<file path="src/rtl/comp_seq_arbiter.sv">
// comp_seq_arbiter: two-requester round-robin front end for a serial magnitude
// comparator that resolves two bits per cycle from the MSB pair downward.
module comp_seq_arbiter #(
    parameter int WIDTH = 8
) (
    input  logic             clk,
    input  logic             rst_n,
    input  logic             req0_valid,
    output logic             req0_ready,
    input  logic [WIDTH-1:0] req0_a,
    input  logic [WIDTH-1:0] req0_b,
    input  logic             req1_valid,
    output logic             req1_ready,
    input  logic [WIDTH-1:0] req1_a,
    input  logic [WIDTH-1:0] req1_b,
    output logic             rsp_valid,
    output logic             rsp_id,
    output logic             rsp_eq,
    output logic             rsp_lt,
    output logic             rsp_gt,
    output logic             busy
);
    localparam int NP = WIDTH / 2;
    localparam int IW = NP > 1 ? $clog2(NP) : 1;

    typedef enum logic [1:0] {IDLE, CMP, DONE} state_t;

    state_t           state, state_d;
    logic [WIDTH-1:0] a_q, b_q;
    logic [IW-1:0]    idx;
    logic             id_q, ptr;
    logic             win0, acc, decide;
    logic [1:0]       ap, bp;

    // ptr holds the last granted id; on a tie the other requester wins
    assign win0       = req0_valid && (!req1_valid || ptr);
    assign req0_ready = rst_n && state == IDLE && win0;
    assign req1_ready = rst_n && state == IDLE && req1_valid && !win0;
    assign acc        = req0_ready || req1_ready;
    assign ap         = 2'(a_q >> {idx, 1'b0});
    assign bp         = 2'(b_q >> {idx, 1'b0});
    assign decide     = ap != bp || idx == '0;
    assign rsp_valid  = state == DONE;
    assign busy       = state != IDLE;

    always_comb begin
        state_d = state == IDLE ? (acc ? CMP : IDLE) :
                  state == CMP  ? (decide ? DONE : CMP) : IDLE;
    end

    always_ff @(posedge clk or negedge rst_n) begin
        if (!rst_n) begin
            state  <= IDLE;
            a_q    <= '0;
            b_q    <= '0;
            idx    <= '0;
            id_q   <= 1'b0;
            ptr    <= 1'b1;
            rsp_id <= 1'b0;
            rsp_eq <= 1'b0;
            rsp_lt <= 1'b0;
            rsp_gt <= 1'b0;
        end else begin
            state <= state_d;
            if (acc) begin
                a_q  <= req1_ready ? req1_a : req0_a;
                b_q  <= req1_ready ? req1_b : req0_b;
                id_q <= req1_ready;
                ptr  <= req1_ready;
                idx  <= IW'(NP - 1);
            end
            if (state == CMP && decide) begin
                rsp_id <= id_q;
                rsp_eq <= ap == bp;
                rsp_lt <= ap < bp;
                rsp_gt <= ap > bp;
            end else if (state == CMP) begin
                idx <= idx - 1'b1;
            end
        end
    end
endmodule

</file>
<file path="config.mk">
export PLATFORM = sky130hd
export DESIGN_NAME = comp_seq_arbiter
export DESIGN_NICKNAME = d
export VERILOG_FILES = /design/src/rtl/comp_seq_arbiter.sv
export SDC_FILE = /design/constraint.sdc
export NUM_CORES = 1
export LEC_CHECK = 0
export CORE_ASPECT_RATIO = 0.9
export CORE_UTILIZATION = 37
export DETAILED_ROUTE_END_ITERATION = 10
export GPL_TIMING_DRIVEN = 1
export PLACE_DENSITY = 0.67
export SETUP_SLACK_MARGIN = 0.1
export SLEW_MARGIN = 5
export SYNTH_ARGS = -nofsm -noshare
export SYNTH_HDL_FRONTEND = slang
export SYNTH_SLANG_ARGS = --single-unit
</file>
<file path="constraint.sdc">
create_clock -name clk -period 6 [get_ports clk]
set_clock_uncertainty 0.15 [all_clocks]
set_input_delay 0.6 -clock clk [delete_from_list [all_inputs] [get_ports clk]]
set_output_delay 0.6 -clock clk [all_outputs]
set_load 0.005 [all_outputs]
</file>
## Word level (Yosys, flattened, before mapping)

Cells that the tools add are included.

- Logic and storage cells: 42
- Memory bits (read-only): 0
- Memory bits (writable): 0
- Memories kept: 0
- Bits in latches: 0
- Register bits after elaboration: 26

- Shifts and indexed selects: 2
- Mux-type cells: 9
- Bitwise logic cells: 0
- Reduce and logical (&&, ||, !) cells: 14
- Magnitude comparators: 2
- $mul: 0
- Equal/unequal tests: 4
- $add $sub $neg: 1
- Divide/modulo/power cells: 0

Operator list:

| cell | count |
|---|---|
| $mux W8 | 2 |
| $shr A8 B3 Y2 | 2 |
| $mux W2 | 6 |
| $logic_and A1 B1 Y1 | 6 |
| $logic_not A2 Y1 | 2 |
| $logic_or A1 B1 Y1 | 3 |
| $eq A2 B1 Y1 const B | 1 |
| $eq A2 B2 Y1 | 1 |
| $eq A2 B2 Y1 const B | 1 |
| $gt A2 B2 Y1 | 1 |
| $logic_not A1 Y1 | 2 |
| $lt A2 B2 Y1 | 1 |
| $ne A2 B2 Y1 | 1 |
| $reduce_bool A2 Y1 | 1 |
| $sub A2 B1 Y2 const B | 1 |
| $mux W1 | 1 |

## Logic depth before layout (Yosys ltp)

Gate-level depths: netlist (run 1).

- Depth after elaboration: 9
- Mapped depth: 7
- Gate-level depth less buffers: 6

## Least setup slack after synthesis (run 1)

Ideal clock, no wire load.

- Path type: register to register
- From: register idx[0]
- To: register rsp_id
- Data arrival time: 1944 ps
- Clock period less this slack: 2221 ps
- Slack: 3779 ps
- Path buffers: 1
- Stages on the path, launching flop included: 7
- Required time: 5722 ps
- Path through: dfrtp_1 -> buf_2 -> mux4_2 -> ha_1 -> nand2_1 -> o21ai_1 -> mux2_1

- Longest elaborated chain between the ends: 4
- Elaborated cells on any way between the ends: 6

RTL lines:

| element | line | RTL |
|---|---|---|
| from (decl) | 30 | `logic [IW-1:0] idx;` |
| from (signal assigned) | 70 | `idx <= IW'(NP - 1);` |
| from (signal assigned) | 78 | `idx <= idx - 1'b1;` |
| $shr A8 B3 Y2, on equally long branches | 40, 41 |  |
| $ne A2 B2 Y1 | 42 | `assign decide = ap != bp \|\| idx == '0;` |
| $logic_or A1 B1 Y1 * | 42 |  |
| $logic_and A1 B1 Y1 * | 72 | `if (state == CMP && decide) begin` |
| to (signal assigned) | 73 | `rsp_id <= id_q;` |
| to (decl) | 17 | `output logic rsp_id,` |

Every way passes the cells marked *; elsewhere a longest branch is shown, timed or not.
A chain may end at the register's enable or synchronous reset.

## Worst setup path after layout (run 1)

- From: input port rst_n
- To: output port req1_ready

- Longest elaborated chain between the ends: 3

RTL lines:

| element | line | RTL |
|---|---|---|
| from (decl) | 7 | `input logic rst_n,` |
| $logic_and A1 B1 Y1 (3 in series) | 38 | `assign req1_ready = rst_n && state == IDLE && req1_valid && !win0;` |
| to (decl) | 13 | `output logic req1_ready,` |

No other way between the ends.

==> results.sh, run 1 <==
export IMPL_htreeDepth=1
export IMPL_dieArea_um2=3881
export IMPL_io_buffers=43
export IMPL_syn_area_um2=1345
export IMPL_std_cell_rows=20
export IMPL_cpLargestDelayFamily="buffers and inverters"
export IMPL_period_minus_slack_ns=3.831
export IMPL_drt_initial_drc_count=39
export IMPL_cts_buffers=3
export IMPL_place_congestion=0.7106
export IMPL_startpoint="rst_n"
export IMPL_power_switching_uw=260.2
export IMPL_dp_cells=189
export IMPL_first_global_vias=1109
export IMPL_power_leakage_uw=0.0008001
export IMPL_tritoncts="yes"
export IMPL_ctsHoldBuffers=0
export IMPL_post_cts_resized=0
export IMPL_dp_hpwl_um=2266
export IMPL_swShare_pct=32.94
export IMPL_rsz0062_at_grt="no"
export IMPL_grt_max_degree=28
export IMPL_drcViolationCount=0
export IMPL_cts_root_buf="clkbuf_8"
export IMPL_vias=1059
export IMPL_placed_cell_area_um2=1780
export IMPL_hold_class="reg -> reg"
export IMPL_drv_slew=0
export IMPL_cp_data_arrival_time_ns=3.08
export IMPL_overflow=0
export IMPL_grt_pass1_wl_um=5188
export IMPL_p_clk_share_pct=13.8
export IMPL_antenna_found_initial=0
export IMPL_diodes=0
export IMPL_synth_yosys_seq_area_share_pct=48.47
export IMPL_worstMarginPinSlew_ns=0.6474
export IMPL_status="finished, final reports clean"
export IMPL_routed_wl_um=2940
export IMPL_min_delay_start="rsp_id"
export IMPL_fmax_mhz=261.0
export IMPL_synth_avg_cell_area_um2=12.45
export IMPL_clk_path_buf_depth=2
export IMPL_synth_area_top_cells="dfrtp_1, a221o_1, a21boi_0"
export IMPL_critPathBufInv=4
export IMPL_core_um2=3428
export IMPL_dr_pass1_iters=4
export IMPL_setup_violations=0
export IMPL_stdcell_count=193
export IMPL_synth_warnings=0
export IMPL_nFillCells=289
export IMPL_whs_ns=0.3466
export IMPL_die_w_um=65.56
export IMPL_endpoint_kind="primary output"
export IMPL_synth_top_cell_area_share_pct=46.51
export IMPL_totalNegativeSetupSlack_ns=0
export IMPL_route_met3_wl_um=175
export IMPL_wire_per_inst_um=15.23
export IMPL_cpPeakStageDelay_ns=0.63
export IMPL_hold_viol=0
export IMPL_ir_drop_v=0.0002083
export IMPL_pwr_share_seq_pct=39.1
export IMPL_drive_gt1_share_pct=9.396
export IMPL_top_layer="met4"
export IMPL_grt_usage_pct=18.19
export IMPL_timing_critical_path_cells="clkdlybuf4s50_1 -> buf_4 -> nor3b_2 -> buf_4 -> and3_1 -> clkdlybuf4s50_1"
export IMPL_wl_met1_um=1322
export IMPL_cts_sinks=26
export IMPL_drtAntennaViolNets=0
export IMPL_synth_largest_area_cell="dfrtp_1"
export IMPL_finalPower_uw=790.1
export IMPL_fin_nets=189
export IMPL_min_period_over_period_pct=63.85
export IMPL_ys_types=28
export IMPL_insertion_delay_ns=0.27
export IMPL_path_max_fanout=27
export IMPL_r2r_slack_ns=3.54
export IMPL_crit_slowest_cell="clkdlybuf4s50_1"
export IMPL_maxCapViolCount=0
export IMPL_synth_nets=147
export IMPL_clk_pin_slew_ns=0.08
export IMPL_combPwrFrac_pct=47.1
export IMPL_post_cts_buffers=0
export IMPL_worstReg2RegStart="idx[0]"
export IMPL_start_util_pct=39.23
export IMPL_fp_dieH_um=59.20
export IMPL_syn_inst=108
export IMPL_area_growth_pct=36.47
export IMPL_vias_per_cell=5.487
export IMPL_cp_start_kind="input pin"
export IMPL_synth_seq_cells=26
export IMPL_p_per_area_nw_per_um2=430.4
export IMPL_met2_length_um=1410
export IMPL_p_int_uw=529.9
export IMPL_cp_data_required_time_ns=5.25
export IMPL_boundaryPins=44
export IMPL_path_class="in -> out"
export IMPL_stdcell_area_um2=1836
export IMPL_slew_headroom_pct=56.84
[routing by layer]
metal  global-route usage [%]  vias up
li1                         -      496
met1                    22.62      515
met2                    31.37       44
met3                    5.000        4
met4                    4.658        0
met5                        0        -
[cell type report]
| type | instances | area (um^2) | share of cell area [%] |
|---|---|---|---|
| multi-input cells | 67 | 598.1 | 32.58 |
| clock buffers | 4 | 55.05 | 2.999 |
| repair buffers | 46 | 452.9 | 24.68 |
| flip-flops and latches | 26 | 651.9 | 35.51 |
| inverters | 6 | 22.52 | 1.227 |
| well taps | 44 | 55.05 | 2.999 |
[logic make-up (layout without fill, tap and decap cells)]
logic type / count (synthesis) / after routing / share of synthesized area [%]
adder cells (fa/ha/maj): 3 / 3 / 2.791
flip-flops: 26 / 26 / 48.47
buffers and inverters: 15 / 56 / 7.070
multiplexers: 6 / 6 / 8.372
AND/OR/NAND/NOR: 14 / 14 / 6.605
AO/OA/AOI/OAI: 44 / 44 / 26.70
[Yosys cell counts]
cell and number:
and3_1 2, dfrtp_1 25, nand2_1 3, a21boi_0 15, or2_2 1, a221o_1 16, ha_1 3, nor3b_2 1
or2_1 1, and2_1 1, a21oi_1 6, mux2_1 2, nand2b_1 1, a221oi_1 2, and3b_1 1, o2bb2ai_1 1
buf_2 4, mux4_2 4, buf_4 1, dfstp_2 1, o21ai_1 1, buf_6 4, a21boi_1 1, and2b_1 2
a21o_1 1, nor2_1 1, o21ba_1 1, inv_1 6
[power by group through the flow]
| stage | logic, uW | clock network (uW) | registers [uW] |
|---|---|---|---|
| floorplan | 270 | 0 | 291 |
| global placement | 366 | 0 | 307 |
| detailed placement | 373 | 0 | 313 |
| CTS | 375 | 112 | 310 |
| global route | 415 | 122 | 323 |
| finish | 372 | 109 | 309 |
[final timing paths]
check | to | cells after the start
max in group asynchronous | ptr | 2
min in group asynchronous | a_q[1] | 2
max reg2reg | rsp_lt | 5
min reg2reg | rsp_id | 1
min | rsp_id | 1
max | req1_ready | 6
[cells in the final DEF, fill, tap and decap left out, drive strengths merged, types with 3 or more instances in the layout]
cell           instances
mux4                   4
buf                    3
nand2                  3
clkdlybuf4s50         43
a21boi                16
dfrtp                 25
inv                    6
a221o                 16
a21oi                  6
ha                     3
clkbuf                 4
[stage by stage]
step                      setup slack, ns  util, %
after floorplan                     3.779        -
after global placement              2.220    51.93
after detailed placement            2.164    51.93
after CTS                           2.151    53.54
after global routing                1.998    53.54
final                               2.169    53.54
[registers in the layout, summed over array words and instances, names as in the netlist]
signal	count
rsp_lt	1
rsp_id	1
rsp_eq	1
a_q	8
rsp_gt	1
state	2
b_q	8
idx	2
id_q	1
ptr	1
No activity file was read; power rests on OpenSTA's default activity.
==> run 2: changes to the inputs <==
- PLACE_DENSITY: 0.67 -> 0.69
- clock period: 6 -> 3.2 ns (I/O delays scaled with it)
==> results.sh, run 2 (synthesis results as in run 1) <==
export IMPL_cp_data_required_time_ns=3.21
export IMPL_place_congestion=0.7349
export IMPL_start_util_pct=39.23
export IMPL_post_cts_resized=0
export IMPL_boundaryPins=44
export IMPL_min_period_over_period_pct=75.35
export IMPL_fmax_mhz=414.7
export IMPL_grt_pass1_wl_um=4788
export IMPL_drv_slew=0
export IMPL_hold_viol=0
export IMPL_overflow=0
export IMPL_drtAntennaViolNets=0
export IMPL_p_per_area_nw_per_um2=828.5
export IMPL_core_um2=3428
export IMPL_endpoint_kind="flip-flop"
export IMPL_vias=1037
export IMPL_worstReg2RegStart="idx[0]"
export IMPL_setup_violations=0
export IMPL_cts_root_buf="clkbuf_8"
export IMPL_whs_ns=0.2766
export IMPL_status="finished, final reports clean"
export IMPL_reg_largest_list="a_q: 8 flops, b_q: 8 flops"
export IMPL_final_cell_mix="clkdlybuf4s50_1, dfrtp_1, a221o_1, a21boi_0"
export IMPL_final_common_cell="clkdlybuf4s50_1"
export IMPL_cpPeakStageDelay_ns=0.55
export IMPL_r2r_end="rsp_id"
export IMPL_rr_worst_depth=5
export IMPL_dp_hpwl_um=2255
export IMPL_cts_sinks=26
export IMPL_rsz0062_at_grt="no"
export IMPL_wire_per_inst_um=14.77
export IMPL_diodes=0
export IMPL_startpoint="idx[0]"
export IMPL_cts_buffers=3
export IMPL_grt_usage_pct=16.75
export IMPL_grt_max_degree=27
export IMPL_ctsHoldBuffers=0
export IMPL_timing_critical_path_cells="mux4_2 -> ha_1 -> nand2_1 -> o21ai_1 -> mux2_1"
export IMPL_totalNegativeSetupSlack_ns=0
export IMPL_area_growth_pct=38.23
export IMPL_worstMarginPinSlew_ns=0.5334
export IMPL_hold_class="in -> async"
export IMPL_cp_start_kind="flip-flop"
export IMPL_fin_ws_ns=0.7888
export IMPL_antenna_found_initial=0
export IMPL_slew_headroom_pct=64.44
export IMPL_io_buffers=43
export IMPL_drive_gt1_share_pct=10.00
export IMPL_clk_pin_slew_ns=0.09
export IMPL_r2r_slack_ns=0.79
export IMPL_crit_end="rsp_id"
export IMPL_first_global_vias=1047
export IMPL_fin_nets=190
export IMPL_crit_slowest_cell="mux4_2"
export IMPL_routed_wl_um=2865
export IMPL_clk_path_buf_depth=2
export IMPL_dieArea_um2=3881
export IMPL_ir_drop_v=0.0003540
export IMPL_tritoncts="yes"
export IMPL_fp_dieH_um=59.20
export IMPL_power_leakage_uw=0.0008123
export IMPL_std_cell_rows=20
export IMPL_drcViolationCount=0
export IMPL_path_class="reg -> reg"
export IMPL_period_minus_slack_ns=2.411
export IMPL_insertion_delay_ns=0.27
export IMPL_dr_pass1_iters=4
export IMPL_maxCapViolCount=0
export IMPL_finalPower_uw=1540
export IMPL_dpl_worst_slack_ns=0.7853
export IMPL_drt_initial_drc_count=31
export IMPL_htreeDepth=1
export IMPL_cp_data_arrival_time_ns=2.42
export IMPL_post_cts_buffers=0
export IMPL_vias_per_cell=5.345
export IMPL_path_max_fanout=7
export IMPL_die_w_um=65.56
-- run 2: cell type report --
type                    instances  area, um^2
repair buffers                 47       460.4
clock inverters                 1       30.03
clock buffers                   3       41.29
inverters                       6       22.52
multi-input cells              67       598.1
fillers                       290        1569
flip-flops and latches         26       651.9
well taps                      44       55.05
-- run 2: critical path, delay by kind of cell, from the launching register on --
| family | cells | cell delay [ns] |
|---|---|---|
| AO/OA/AOI/OAI | 1 | 0.29 |
| AND/OR/NAND/NOR | 1 | 0.09 |
| adder cells (fa/ha/maj) | 1 | 0.33 |
| multiplexers | 2 | 0.91 |
| flip-flops | 1 | 0.53 |
-- run 2: how the worst min path moves through the flow --
stage          startpoint  endpoint
3_5_place_dp       rsp_lt    rsp_lt
3_3_place_gp       rsp_lt    rsp_lt
6_report            rst_n    rsp_eq
2_1_floorplan       rst_n    a_q[0]
4_1_cts             rst_n    a_q[1]
5_1_grt             rst_n      id_q
-- run 2: power breakdown --
| group | leakage [uW] | switching (uW) | total, uW | internal [uW] |
|---|---|---|---|---|
| Clock | 0.0000357 | 101 | 268 | 167 |
| Sequential | 0.000316 | 102 | 584 | 482 |
| Combinational | 0.000461 | 285 | 688 | 403 |
| Total | 0.000812 | 487 | 1540 | 1050 |
-- run 2: per-layer routing --
layer / vias up / routed length [um] / track usage [%]
met5: - / 0 / 0
met1: 499 / 1353 / 21.07
met3: 4 / 135 / 4.615
met4: 0 / 22 / 3.727
li1: 503 / - / -
met2: 31 / 1353 / 28.87
-- run 2: metrics by stage --
| stage | std cells | util (%) | area, um^2 |
|---|---|---|---|
| 2_1_floorplan | 108 | - | 1345 |
| 3_3_place_gp | 190 | 52.15 | 1788 |
| 3_5_place_dp | 190 | 52.15 | 1788 |
| 4_1_cts | 194 | 54.23 | 1859 |
| 5_1_grt | 194 | 54.23 | 1859 |
| 6_report | 194 | 54.23 | 1859 |
==> run 3: changes to the inputs <==
- clock period: 3.2 -> 2 ns (I/O delays scaled with it)
==> results.sh, run 3 (synthesis results as in run 1) <==
export IMPL_rr_worst_depth=6
export IMPL_setup_violations=5
export IMPL_fmax_mhz=473.6
export IMPL_dp_hpwl_um=2379
export IMPL_final_common_cell="clkdlybuf4s50_1"
export IMPL_p_per_area_nw_per_um2=1427
export IMPL_swShare_pct=34.64
export IMPL_drt_initial_drc_count=57
export IMPL_power_switching_uw=969.3
export IMPL_slew_headroom_pct=77.15
export IMPL_pwr_share_seq_pct=33.6
export IMPL_htreeDepth=1
export IMPL_vias=1089
export IMPL_std_cell_rows=20
export IMPL_routed_wl_um=3185
export IMPL_tritoncts="yes"
export IMPL_final_cell_mix="clkdlybuf4s50_1, dfrtp_1, a221o_1, a21boi_0, buf_4"
export IMPL_cts_buffers=3
export IMPL_drtAntennaViolNets=0
export IMPL_drive_gt1_share_pct=23.72
export IMPL_clk_pin_slew_ns=0.09
export IMPL_core_um2=3428
export IMPL_area_growth_pct=45.77
export IMPL_finalPower_uw=2799
export IMPL_ir_drop_v=0.0005989
export IMPL_totalNegativeSetupSlack_ns=-0.5050
export IMPL_path_max_fanout=6
export IMPL_wire_per_inst_um=15.93
export IMPL_failed_checks="negative setup slack"
export IMPL_reg_largest_list="a_q: 8 flops, b_q: 8 flops"
export IMPL_power_leakage_uw=0.0008593
export IMPL_drcViolationCount=0
export IMPL_stdcell_count=200
export IMPL_overflow=0
export IMPL_worstReg2RegStart="idx[0]"
export IMPL_dr_pass1_iters=4
export IMPL_endpoint_kind="flip-flop"
export IMPL_die_w_um=65.56
export IMPL_antenna_found_initial=0
export IMPL_insertion_delay_ns=0.28
export IMPL_clk_path_buf_depth=2
export IMPL_hold_class="in -> async"
export IMPL_r2r_slack_ns=-0.11
export IMPL_place_congestion=0.7310
export IMPL_boundaryPins=44
export IMPL_dp_cells=192
export IMPL_fin_ws_ns=-0.1113
export IMPL_cp_data_arrival_time_ns=2.14
export IMPL_grt_pass1_wl_um=5264
export IMPL_worstMarginPinSlew_ns=0.3428
export IMPL_diodes=0
export IMPL_r2r_end="state[0]"
export IMPL_grt_usage_pct=18.55
export IMPL_fin_nets=196
export IMPL_vias_per_cell=5.445
export IMPL_hold_viol=0
export IMPL_placed_cell_area_um2=1863
export IMPL_path_class="reg -> reg"
export IMPL_cp_data_required_time_ns=2.03
export IMPL_cts_root_buf="clkbuf_8"
export IMPL_cts_sinks=26
export IMPL_nFillCells=268
export IMPL_combPwrFrac_pct=55.4
export IMPL_stdcell_area_um2=1961
export IMPL_dieArea_um2=3881
export IMPL_fp_dieH_um=59.20
export IMPL_p_int_uw=1829
export IMPL_min_period_over_period_pct=105.6
export IMPL_cp_start_kind="flip-flop"
export IMPL_period_minus_slack_ns=2.111
export IMPL_whs_ns=0.1571
export IMPL_rsz0062_at_grt="yes"
export IMPL_io_buffers=43
export IMPL_p_clk_share_pct=11.1
export IMPL_grt_max_degree=27
export IMPL_start_util_pct=39.23
export IMPL_status="finished, violations left"
export IMPL_maxCapViolCount=0
export IMPL_drv_slew=0
export IMPL_first_global_vias=1138
[run 3: cell types whose count changed in the layout (fill, tap and decap cells not counted), sizes merged]
cell / change
bufinv: -1
clkdlybuf4s50: -2
buf: +6
clkbuf: +2
dlygate4sd2: +1
[run 3: cell type report]
class	count	area (um^2)	area share [%]
Inverter	6	22.52	1.149
Multi-Input combinational cell	67	673.1	34.33
Sequential cell	26	653.1	33.31
Clock buffer	4	45.04	2.297
Tap cell	44	55.05	2.808
Timing Repair Buffer	53	511.7	26.10
[run 3: metal layers]
| layer | wire length, um | GRT usage [%] | vias to the layer above |
|---|---|---|---|
| met5 | 0 | 0 | - |
| met4 | 36 | 7.143 | 0 |
| met3 | 157 | 4.808 | 5 |
| met2 | 1524 | 31.96 | 35 |
| met1 | 1467 | 22.32 | 540 |
| li1 | - | - | 509 |
[run 3: critical path: stages (launching register included)]
cell     delay, ns
dfrtp_2       0.47
mux4_2        0.53
inv_2         0.08
ha_4          0.21
and3b_2       0.25
and2_4        0.18
a21o_1        0.15
[run 3: power groups by stage]
stage	Sequential, uW	Combinational (uW)	Clock, uW
3_5_place_dp	950	1460	0
3_3_place_gp	942	1410	0
4_1_cts	944	1520	312
2_1_floorplan	878	1070	0
5_1_grt	964	1700	339
6_report	940	1550	309
[run 3: what timing repair did]
action	in CTS	in global routing
setup endpoints to repair	10	17
resized for setup	9	5
pin swaps	6	5
hold buffers	0	0
setup buffers	3	1
endpoints found under the hold margin	0	0
[run 3: worst max-delay path by stage]
stage          endpoint  cells past startpoint    from  slack [ns]
6_report       state[0]                      6  idx[0]       -0.11
2_1_floorplan    rsp_id                      6  idx[0]       -0.08
3_5_place_dp     rsp_lt                      5  idx[0]       -0.25
4_1_cts          rsp_lt                      5  idx[0]       -0.15
5_1_grt          idx[0]                      6  idx[0]       -0.18
3_3_place_gp     rsp_id                      5  idx[0]       -0.19
[run 3: stage by stage]
stage	setup slack, ns	utilization [%]
5_1_grt	-0.1823	57.19
3_5_place_dp	-0.2516	54.34
2_1_floorplan	-0.07916	-
3_3_place_gp	-0.1898	54.34
6_report	-0.1113	57.19
4_1_cts	-0.1497	56.75
